### src/rtl/rx_pattern_classifier_if.sv
// Inbound beat stream, rule-table write port and tagged outbound stream
// of the RX pattern classifier.
interface rx_pattern_classifier_if #(
    parameter int DATA_W    = 64,
    parameter int NUM_RULES = 8
);
    localparam int BYTES = DATA_W / 8;
    localparam int LEN_W = (BYTES > 1) ? $clog2(BYTES) : 1;
    localparam int IDX_W = (NUM_RULES > 1) ? $clog2(NUM_RULES) : 1;

    logic                 valid;
    logic                 sop;
    logic                 eop;
    logic [LEN_W-1:0]     length;
    logic [DATA_W-1:0]    data;
    logic                 rule_we;
    logic [IDX_W-1:0]     rule_idx;
    logic                 rule_en;
    logic [31:0]          rule_type;
    logic [63:0]          rule_sym;
    logic                 out_valid;
    logic                 out_sop;
    logic                 out_eop;
    logic [LEN_W-1:0]     out_length;
    logic [DATA_W-1:0]    out_data;
    logic [NUM_RULES-1:0] out_buffer;
    logic                 out_hit;
    logic                 out_miss;
    logic                 out_short;
    logic [15:0]          stat_pkts;
    logic [15:0]          stat_miss;
    logic [15:0]          stat_err;

    modport master (
        output valid, sop, eop, length, data,
        output rule_we, rule_idx, rule_en, rule_type, rule_sym,
        input  out_valid, out_sop, out_eop, out_length, out_data,
        input  out_buffer, out_hit, out_miss, out_short,
        input  stat_pkts, stat_miss, stat_err
    );

    modport slave (
        input  valid, sop, eop, length, data,
        input  rule_we, rule_idx, rule_en, rule_type, rule_sym,
        output out_valid, out_sop, out_eop, out_length, out_data,
        output out_buffer, out_hit, out_miss, out_short,
        output stat_pkts, stat_miss, stat_err
    );
endinterface

### src/rtl/rx_pattern_classifier.sv
// Extracts a 4-byte type and 8-byte symbol field from each RX packet, matches them
// against a writable rule table and tags the forwarded EOP beat with the result.
module rx_pattern_classifier #(
    parameter int DATA_W    = 64,
    parameter int NUM_RULES = 8,
    parameter int TYPE_OFF  = 14,
    parameter int SYM_OFF   = 24,
    parameter int BEAT_W    = 8
) (
    input logic                    clk_net,
    input logic                    rst,
    rx_pattern_classifier_if.slave bus
);
    localparam int BYTES = DATA_W / 8;
    localparam int LEN_W = (BYTES > 1) ? $clog2(BYTES) : 1;
    localparam logic [BEAT_W-1:0] BEAT_MAX = '1;

    typedef enum logic {IDLE, IN_PKT} state_t;

    state_t            state;
    logic [BEAT_W-1:0] beat_cnt;
    logic [7:0]        type_q [4];
    logic [3:0]        type_msk;
    logic [7:0]        sym_q [8];
    logic [7:0]        sym_msk;

    logic              rule_en_q   [NUM_RULES];
    logic [31:0]       rule_type_q [NUM_RULES];
    logic [63:0]       rule_sym_q  [NUM_RULES];

    logic                 pkt_beat;
    logic [BEAT_W-1:0]    cur_beat;
    logic [7:0]           type_nx [4];
    logic [3:0]           type_msk_nx;
    logic [7:0]           sym_nx [8];
    logic [7:0]           sym_msk_nx;
    logic [31:0]          type_val;
    logic [63:0]          sym_val;
    logic                 fields_ok;
    logic [NUM_RULES-1:0] match;
    logic [NUM_RULES-1:0] buf_sel;

    function automatic logic [15:0] sat_inc16(input logic [15:0] v);
        return (v == 16'hFFFF) ? v : v + 16'd1;
    endfunction

    function automatic logic lane_present(input int lane, input logic eop,
                                          input logic [LEN_W-1:0] len);
        return !eop || (LEN_W'(lane) <= len);
    endfunction

    // Merge captured field bytes with whatever the current beat contributes,
    // so the EOP decision sees bytes arriving on the EOP beat itself.
    always_comb begin
        pkt_beat    = bus.valid && (bus.sop || state == IN_PKT);
        cur_beat    = bus.sop ? '0 : beat_cnt;
        type_val    = '0;
        sym_val     = '0;
        type_msk_nx = '0;
        sym_msk_nx  = '0;
        for (int j = 0; j < 4; j++) begin
            if (cur_beat == BEAT_W'((TYPE_OFF + j) / BYTES) &&
                lane_present((TYPE_OFF + j) % BYTES, bus.eop, bus.length)) begin
                type_nx[j]     = bus.data[8*((TYPE_OFF + j) % BYTES) +: 8];
                type_msk_nx[j] = 1'b1;
            end else begin
                type_nx[j]     = type_q[j];
                type_msk_nx[j] = !bus.sop && type_msk[j];
            end
            type_val[31-8*j -: 8] = type_nx[j];
        end
        for (int j = 0; j < 8; j++) begin
            if (cur_beat == BEAT_W'((SYM_OFF + j) / BYTES) &&
                lane_present((SYM_OFF + j) % BYTES, bus.eop, bus.length)) begin
                sym_nx[j]     = bus.data[8*((SYM_OFF + j) % BYTES) +: 8];
                sym_msk_nx[j] = 1'b1;
            end else begin
                sym_nx[j]     = sym_q[j];
                sym_msk_nx[j] = !bus.sop && sym_msk[j];
            end
            sym_val[63-8*j -: 8] = sym_nx[j];
        end
        fields_ok = (&type_msk_nx) && (&sym_msk_nx);
        for (int i = 0; i < NUM_RULES; i++) begin
            match[i] = rule_en_q[i] && (rule_type_q[i] == type_val) &&
                       (rule_sym_q[i] == sym_val);
        end
        buf_sel = match & (~match + NUM_RULES'(1));
    end

    // Output stage: every out_* register is loaded from the beat one cycle earlier.
    always_ff @(posedge clk_net or posedge rst) begin
        if (rst) begin
            state          <= IDLE;
            beat_cnt       <= '0;
            type_msk       <= '0;
            sym_msk        <= '0;
            type_q         <= '{default: '0};
            sym_q          <= '{default: '0};
            rule_en_q      <= '{default: 1'b0};
            rule_type_q    <= '{default: '0};
            rule_sym_q     <= '{default: '0};
            bus.out_valid  <= 1'b0;
            bus.out_sop    <= 1'b0;
            bus.out_eop    <= 1'b0;
            bus.out_length <= '0;
            bus.out_data   <= '0;
            bus.out_buffer <= '0;
            bus.out_hit    <= 1'b0;
            bus.out_miss   <= 1'b0;
            bus.out_short  <= 1'b0;
            bus.stat_pkts  <= '0;
            bus.stat_miss  <= '0;
            bus.stat_err   <= '0;
        end else begin
            bus.out_valid  <= bus.valid;
            bus.out_sop    <= bus.valid && bus.sop;
            bus.out_eop    <= bus.valid && bus.eop;
            bus.out_length <= bus.length;
            bus.out_data   <= bus.data;
            bus.out_buffer <= '0;
            bus.out_hit    <= 1'b0;
            bus.out_miss   <= 1'b0;
            bus.out_short  <= 1'b0;

            if (bus.rule_we && (int'(bus.rule_idx) < NUM_RULES)) begin
                rule_en_q[bus.rule_idx]   <= bus.rule_en;
                rule_type_q[bus.rule_idx] <= bus.rule_type;
                rule_sym_q[bus.rule_idx]  <= bus.rule_sym;
            end

            if (pkt_beat) begin
                type_q   <= type_nx;
                sym_q    <= sym_nx;
                type_msk <= type_msk_nx;
                sym_msk  <= sym_msk_nx;
                beat_cnt <= (cur_beat == BEAT_MAX) ? cur_beat : cur_beat + BEAT_W'(1);
                if (bus.sop && state == IN_PKT) begin
                    bus.stat_err <= sat_inc16(bus.stat_err);
                end
                if (bus.eop) begin
                    state          <= IDLE;
                    bus.out_short  <= !fields_ok;
                    bus.out_hit    <= fields_ok && (|match);
                    bus.out_miss   <= !(fields_ok && (|match));
                    bus.out_buffer <= fields_ok ? buf_sel : '0;
                    bus.stat_pkts  <= sat_inc16(bus.stat_pkts);
                    if (!(fields_ok && (|match))) begin
                        bus.stat_miss <= sat_inc16(bus.stat_miss);
                    end
                end else begin
                    state <= IN_PKT;
                end
            end else if (bus.valid) begin
                bus.stat_err <= sat_inc16(bus.stat_err);
            end
        end
    end
endmodule

### src/flat_wrapper.sv
// flat-port wrapper written by rule: the top's interface ports become plain ports
module rx_pattern_classifier_flat 
#(
    parameter int DATA_W    = 64,
    parameter int NUM_RULES = 8,
    parameter int TYPE_OFF  = 14,
    parameter int SYM_OFF   = 24,
    parameter int BEAT_W    = 8
)
  (clk_net, rst, bus_valid, bus_sop, bus_eop, bus_length, bus_data, bus_rule_we, bus_rule_idx, bus_rule_en, bus_rule_type, bus_rule_sym, bus_out_valid, bus_out_sop, bus_out_eop, bus_out_length, bus_out_data, bus_out_buffer, bus_out_hit, bus_out_miss, bus_out_short, bus_stat_pkts, bus_stat_miss, bus_stat_err);
  rx_pattern_classifier_if #(.DATA_W(DATA_W), .NUM_RULES(NUM_RULES)) bus_i ();
  input logic clk_net;
  input logic rst;
  input wire logic [$bits(bus_i.valid)-1:0] bus_valid;
  input wire logic [$bits(bus_i.sop)-1:0] bus_sop;
  input wire logic [$bits(bus_i.eop)-1:0] bus_eop;
  input wire logic [$bits(bus_i.length)-1:0] bus_length;
  input wire logic [$bits(bus_i.data)-1:0] bus_data;
  input wire logic [$bits(bus_i.rule_we)-1:0] bus_rule_we;
  input wire logic [$bits(bus_i.rule_idx)-1:0] bus_rule_idx;
  input wire logic [$bits(bus_i.rule_en)-1:0] bus_rule_en;
  input wire logic [$bits(bus_i.rule_type)-1:0] bus_rule_type;
  input wire logic [$bits(bus_i.rule_sym)-1:0] bus_rule_sym;
  output wire logic [$bits(bus_i.out_valid)-1:0] bus_out_valid;
  output wire logic [$bits(bus_i.out_sop)-1:0] bus_out_sop;
  output wire logic [$bits(bus_i.out_eop)-1:0] bus_out_eop;
  output wire logic [$bits(bus_i.out_length)-1:0] bus_out_length;
  output wire logic [$bits(bus_i.out_data)-1:0] bus_out_data;
  output wire logic [$bits(bus_i.out_buffer)-1:0] bus_out_buffer;
  output wire logic [$bits(bus_i.out_hit)-1:0] bus_out_hit;
  output wire logic [$bits(bus_i.out_miss)-1:0] bus_out_miss;
  output wire logic [$bits(bus_i.out_short)-1:0] bus_out_short;
  output wire logic [$bits(bus_i.stat_pkts)-1:0] bus_stat_pkts;
  output wire logic [$bits(bus_i.stat_miss)-1:0] bus_stat_miss;
  output wire logic [$bits(bus_i.stat_err)-1:0] bus_stat_err;
  assign bus_i.valid = bus_valid;
  assign bus_i.sop = bus_sop;
  assign bus_i.eop = bus_eop;
  assign bus_i.length = bus_length;
  assign bus_i.data = bus_data;
  assign bus_i.rule_we = bus_rule_we;
  assign bus_i.rule_idx = bus_rule_idx;
  assign bus_i.rule_en = bus_rule_en;
  assign bus_i.rule_type = bus_rule_type;
  assign bus_i.rule_sym = bus_rule_sym;
  assign bus_out_valid = bus_i.out_valid;
  assign bus_out_sop = bus_i.out_sop;
  assign bus_out_eop = bus_i.out_eop;
  assign bus_out_length = bus_i.out_length;
  assign bus_out_data = bus_i.out_data;
  assign bus_out_buffer = bus_i.out_buffer;
  assign bus_out_hit = bus_i.out_hit;
  assign bus_out_miss = bus_i.out_miss;
  assign bus_out_short = bus_i.out_short;
  assign bus_stat_pkts = bus_i.stat_pkts;
  assign bus_stat_miss = bus_i.stat_miss;
  assign bus_stat_err = bus_i.stat_err;
  rx_pattern_classifier #(.DATA_W(DATA_W), .NUM_RULES(NUM_RULES), .TYPE_OFF(TYPE_OFF), .SYM_OFF(SYM_OFF), .BEAT_W(BEAT_W)) u_core (.clk_net(clk_net), .rst(rst), .bus(bus_i));
endmodule
### config.mk
export PLATFORM = sky130hd
export DESIGN_NAME = rx_pattern_classifier_flat
export DESIGN_NICKNAME = d
export VERILOG_FILES = /design/src/rtl/rx_pattern_classifier_if.sv /design/src/rtl/rx_pattern_classifier.sv /design/src/flat_wrapper.sv
export SDC_FILE = /design/constraint.sdc
export NUM_CORES = 2
export LEC_CHECK = 0
export ABC_AREA = 1
export ABC_CLOCK_PERIOD_IN_PS = 73700
export CORE_ASPECT_RATIO = 2
export CORE_MARGIN = 2
export CORE_UTILIZATION = 25
export CTS_CLUSTER_SIZE = 12
export DETAILED_ROUTE_END_ITERATION = 16
export GPL_TIMING_DRIVEN = 1
export PLACE_DENSITY_LB_ADDON = 0.12
export SETUP_SLACK_MARGIN = 0.4
export SLEW_MARGIN = 40
export SYNTH_ARGS = -nofsm -noshare
export SYNTH_HDL_FRONTEND = slang
export SYNTH_SLANG_ARGS = --single-unit
export TNS_END_PERCENT = 1
### constraint.sdc
create_clock -name clk_net -period 73.7 [get_ports clk_net]
set_clock_uncertainty 0.15 [all_clocks]
set_input_delay 7.37 -clock clk_net [delete_from_list [all_inputs] [get_ports clk_net]]
set_output_delay 7.37 -clock clk_net [all_outputs]
set_load 0.05 [all_outputs]
== Word level (Yosys, flattened, before mapping) ==
Cells that the tools add are included.
W data, S select, Z words.
Operators by class
  mux-type cells: 49
  eq/ne operators: 24
  add/sub/neg operators: 5
  bitwise logic cells: 6
  reductions and logical operators: 67
  order comparisons: 10
Operators by type and width (count)
  $bwmux W512: 1
  $eq A64 B64 Y1: 8
  $bwmux W256: 1
  $eq A32 B32 Y1: 8
  $demux W64 S3: 1
  $mux W8: 17
  $demux W32 S3: 1
  $mux W16: 4
  $mux W64: 1
  $add A16 B1 Y16 const B: 3
  $eq A16 B16 Y1 const B: 3
  $logic_and A1 B1 Y1: 47
  $mux W32: 1
  $mux W1: 20
  $add A8 B1 Y8 const B: 2
  $eq A8 B2 Y1 const B: 2
  $le A3 B3 Y1 const A: 4
  $logic_or A1 B1 Y1: 9
  $and A8 B8 Y8: 1
  $bwmux W8: 1
  $eq A8 B1 Y1 const B: 1
  $eq A8 B8 Y1 const B: 1
  $not A8 Y8: 1
  $reduce_and A4 Y1: 2
  other kinds (14): 21
Storage, ports and cells
  output and inout port bits: 129
  bits of input ports: 173
  logic and storage cells: 213
  flip-flop bits (word level): 1022

== Logic depth before layout (Yosys ltp) ==
  word-level depth: 13
  mapped depth: 26
  gate-level depth less buffers: 25

== Worst setup path after synthesis ==
OpenSTA, ideal clock, no wires.
  kind: input to register
  start point: input port bus_sop
  end point: register u_core.bus.stat_miss[13]
  stages on the path: 24
  data arrival time: 9.618 ns
  path slack: 63.818 ns
  path buffers: 4
  required time: 73.436 ns
  setup time: 0.114 ns
  path through: inv_2 > buf_6 > nand3_4 > nor2_8 > buf_8 > nand3_4 > nand2_2 > nand2_1 > buf_4 > o21ai_1 > nor2_1 > nand2_1 > nor2_1 > nand2_1 > nor2_1 > nand3_1 > nand2_1 > nor2_2 > nand2_4 > nand2_4 > buf_6 > nand4_1 > nand2_1 > inv_1
Between the ends
  word-level cells in the longest chain between the ends: 11
  elaborated cells on any way between the ends: 94
  classes of those cells: 19 x eq/ne; 25 x mux; 1 x bitwise; 49 x reduce/logical
RTL lines
  start, declared: line flat_wrapper.sv:15  | input wire logic [$bits(bus_i.sop)-1:0] bus_sop;
  $mux W8: line rx_pattern_classifier.sv:56  | cur_beat = bus.sop ? '0 : beat_cnt;
  $eq A8 B2 Y1 / $eq A8 B1 Y1 (equally long branches): line rx_pattern_classifier.sv:62  | if (cur_beat == BEAT_W'((TYPE_OFF + j) / BYTES) &&
  $logic_and A1 B1 Y1: line rx_pattern_classifier.sv:62
  $mux W8: line rx_pattern_classifier.sv:62
  $eq A32 B32 Y1: line rx_pattern_classifier.sv:85  | match[i] = rule_en_q[i] && (rule_type_q[i] == type_val) &&
  $logic_and A1 B1 Y1 (2 in a row): line rx_pattern_classifier.sv:85
  $reduce_or A8 Y1: line rx_pattern_classifier.sv:148  | if (!(fields_ok && (|match))) begin
  $logic_and A1 B1 Y1: line rx_pattern_classifier.sv:148
  $not A1 Y1 (no source line)
  $reduce_and A4 Y1 (no source line) (*)
  end signal, assigned: line rx_pattern_classifier.sv:149  | bus.stat_miss <= sat_inc16(bus.stat_miss);
  end, declared: line rx_pattern_classifier_if.sv:47  | output stat_pkts, stat_miss, stat_err
Mark *: on every way between the ends. The rest lies on a longest branch, timed or not.
A chain may end at the register's enable or synchronous reset.

== Final worst setup path ==
Same ends and word-level chain as after synthesis.

==> impl_results.md <==
* Post-Synth XOR/XNOR Area at 0.0313
* Row count at 236
* Placed cells at 9,812
* Synth Flop Type: dfrtp_1
* Reg-to-reg endpoint: u_core.bus.stat_miss[13]$_DFFE_PP0P_
* Hold Crit Class: register to register
* Syn avg cell area at 7.49 um^2
* Fillers at 22,598
* Post-DR vias/cell at 5.01
* Via count at 50,300
* Synth async-reset ratio at 1.00
* Status: finished clean
* Min Clock Period, post-route at 13,880 ps
* Hold_sp: u_core.rule_en_q[2]$_DFFE_PP0P_
* Synth unique cells at 47
* WHS Endpoint: u_core.rule_en_q[2]$_DFFE_PP0P_
* CP Launch Point: bus_sop
* Port Buffer Count at 301
* Max Cap Viol at 0
* First-pass DRT Iterations at 9
* Synth Net Count at 7,118
* Fin util at 0.301
* Die W at 327 um
* Worst path slowest cell: clkdlybuf4s50_1
* Dpl hpwl at 272 mm
* Worst vdd ir at 0.0197 mV
* Synthesis Warnings at 0
* Adder-cell share of the synthesized area at 0.000722
* Nets at 7,367
* Crit-path max FO at 39
* Yosys top cell by area: dfrtp_1
* Largest net degree at the start of global routing at 155
* Number of global-route vias before repair at 48,854
* Total GRT Usage at 0.322
* Reg area at 0.0256 mm^2
* Routability cong. at 1.04
* Post-synthesis sequential area ratio at 0.492
* CTS tree: built
* Post-Syn Area at 0.0520 mm^2
* Drc violations at 0
* Top area cells in the synthesized netlist: dfrtp_1 49%, nand2_1 18%, o21ai_0 10%
* Final Hold Vio Count at 0
* H-Tree Level Count at 3
* Area of the die at 0.212 mm^2
* Worst-path clk slew at 60 ps
* Synthesized flop and latch total at 1,022
* Post-route ant nets at 0
* Cts-stage hold buffer count at 0
* WS Path Type: input pin to register
* CP Launch Type: input pin
* CP endpoint kind: register
* CTS Sinks at 1,022
* Final instance area at 0.0622 mm^2
* Worst slew margin at 0.328
* Post-synth top area share at 0.492
* Power Density at 41.3 mW/mm^2
* Initial antenna violation count at 35
* Starting density of the core at 0.252
* Post-cts resize count at 0
* Final setup vio count at 0
* Mux contribution to synthesized area at 0.000216
* Global-route wire length before repair at 457 mm
* Cells after Synth at 6,942
* Final TNS setup at 0 ps
* Core Box Area at 0.207 mm^2
* Unrepaired setup endpoints after global routing: no
* Synth Area in Compound Gates at 0.118
* Simple-Gate Fraction of Synth Area at 0.279
* Share of layout cells above drive strength 1 at 0.0591
* Most common cell after layout, fill and taps aside: nand2_1
* Routed Wire Length at 348 mm
* # IOs at 302
* Worst-margin pin slew at 1000 ps
* Post-place instance area at 0.0583 mm^2
* CP required at 74,200 ps
* Crit path largest cell delay at 840 ps
* Drt initial violations at 5,395
* Multi-input gate area at 0.0225 mm^2
* EDFF count, synth at 0
* Fmax at 72.1 MHz
* R2R depth at 24
* WL per Instance at 34.6 um
* CP most frequent cell: nand2_1
* Most frequent cells in the layout: 2,435 x nand2_1, 1,032 x o21ai_0, 1,022 x dfrtp_1, 730 x inv_1, 489 x nor2_1
* Post-CTS setup buffers at 0
* Worst Path Arrival at 14,380 ps
* GRT overflow at 0
* Register-to-register setup slack at 67,150 ps
* Number of CTS-inserted buffers at 110
* Worst R2R Start: u_core.beat_cnt[2]$_DFFE_PP0P_
* Die H at 649 um
* Non-filler cells, final at 10,049
* Largest family of logic cells by synthesized area: simple AND/OR/NAND/NOR gates
* Hold Crit Depth at 2
* Root Driver: clkbuf_16
* Clk_lat worst skew at 790 ps
* Final cycle utilization of the critical path at 0.188
* Deepest clock path buffer count at 3
* Final Max Slew Viols at 0
* Area Growth Syn to Fin at 19.6%
* Leakage power at 30.0 nW
-- routing by layer --
layer  vias to the layer above  track usage  wire (um)
li1                      22516            -          -
met1                     24604        0.315     114000
met2                      2287        0.559     173000
met3                       889       0.0463      16600
met4                         4        0.344      44200
met5                         -            0         27
-- layout make-up --
class / instances / area share
flip-flops and latches: 1022 / 0.411
multi-input cells: 4890 / 0.362
repair buffers: 420 / 0.0663
diodes: 38 / 0.00153
clock buffers: 163 / 0.0520
inverters: 747 / 0.0452
clock inverters: 32 / 0.00716
well taps: 2737 / 0.0551
-- sequential cells by signal (all words and copies together), names as in the netlist, 16 cells and up --
signal,cells
u_core.bus.out_data,64
u_core.bus.stat_pkts,16
u_core.bus.stat_miss,16
u_core.sym_q,64
u_core.bus.stat_err,16
u_core.rule_sym_q,512
u_core.type_q,32
u_core.rule_type_q,256
-- through the flow --
stage | power [mW] | hold slack [ps] | setup slack (ps)
6_report | 2.57 | 336 | 59820
5_1_grt | 2.63 | 354 | 59620
4_1_cts | 2.54 | 337 | 59930
3_5_place_dp | 1.93 | 323 | 59140
3_3_place_gp | 1.93 | 312 | 59180
2_1_floorplan | 1.27 | 297 | 37420
-- critical path: cells and delay by family --
family / cells / cell delay, ps
and+or+nand+nor: 19 / 4190
buffers and inverters: 6 / 2500
xor gates and xnor gates: 1 / 200
-- worst max path at each step --
stage | endpoint | slack (ps) | depth (start not counted)
floorplan | u_core.beat_cnt[0]$_DFFE_PP0P_ | 37420 | 1
global placement | u_core.bus.stat_miss[14]$_DFFE_PP0P_ | 59180 | 26
detailed placement | u_core.bus.stat_miss[13]$_DFFE_PP0P_ | 59140 | 26
CTS | u_core.bus.stat_miss[13]$_DFFE_PP0P_ | 59930 | 26
global route | u_core.bus.stat_miss[13]$_DFFE_PP0P_ | 59620 | 26
finish | u_core.bus.stat_miss[13]$_DFFE_PP0P_ | 59820 | 26
-- cells in the mapped netlist, types with 50 or more instances --
master       n
nand2_1   2449
o21ai_0   1036
dfrtp_1   1022
inv_1      746
nor2_1     501
nand3_1    235
clkbuf_1   185
xor2_1     146
nand4_1    140
o22ai_1     71
nand3b_1    54
buf_2       50
-- cells by family after synthesis --
group	count (synthesis)
adder cells (fa/ha/maj)	3
multiplexers	1
XOR/XNOR	186
buffers and inverters	1030
AO/OA/AOI/OAI	1196
flip-flops	1022
AND/OR/NAND/NOR	3504
-- power breakdown --
| group | switching (mW) | internal, mW | leakage, nW |
|---|---|---|---|
| clock network | 0.269 | 0.337 | 1.81 |
| logic | 0.912 | 0.258 | 15.5 |
| registers | 0.119 | 0.676 | 12.7 |
| total | 1.30 | 1.27 | 30.0 |
(Power assumes the default switching activity.)
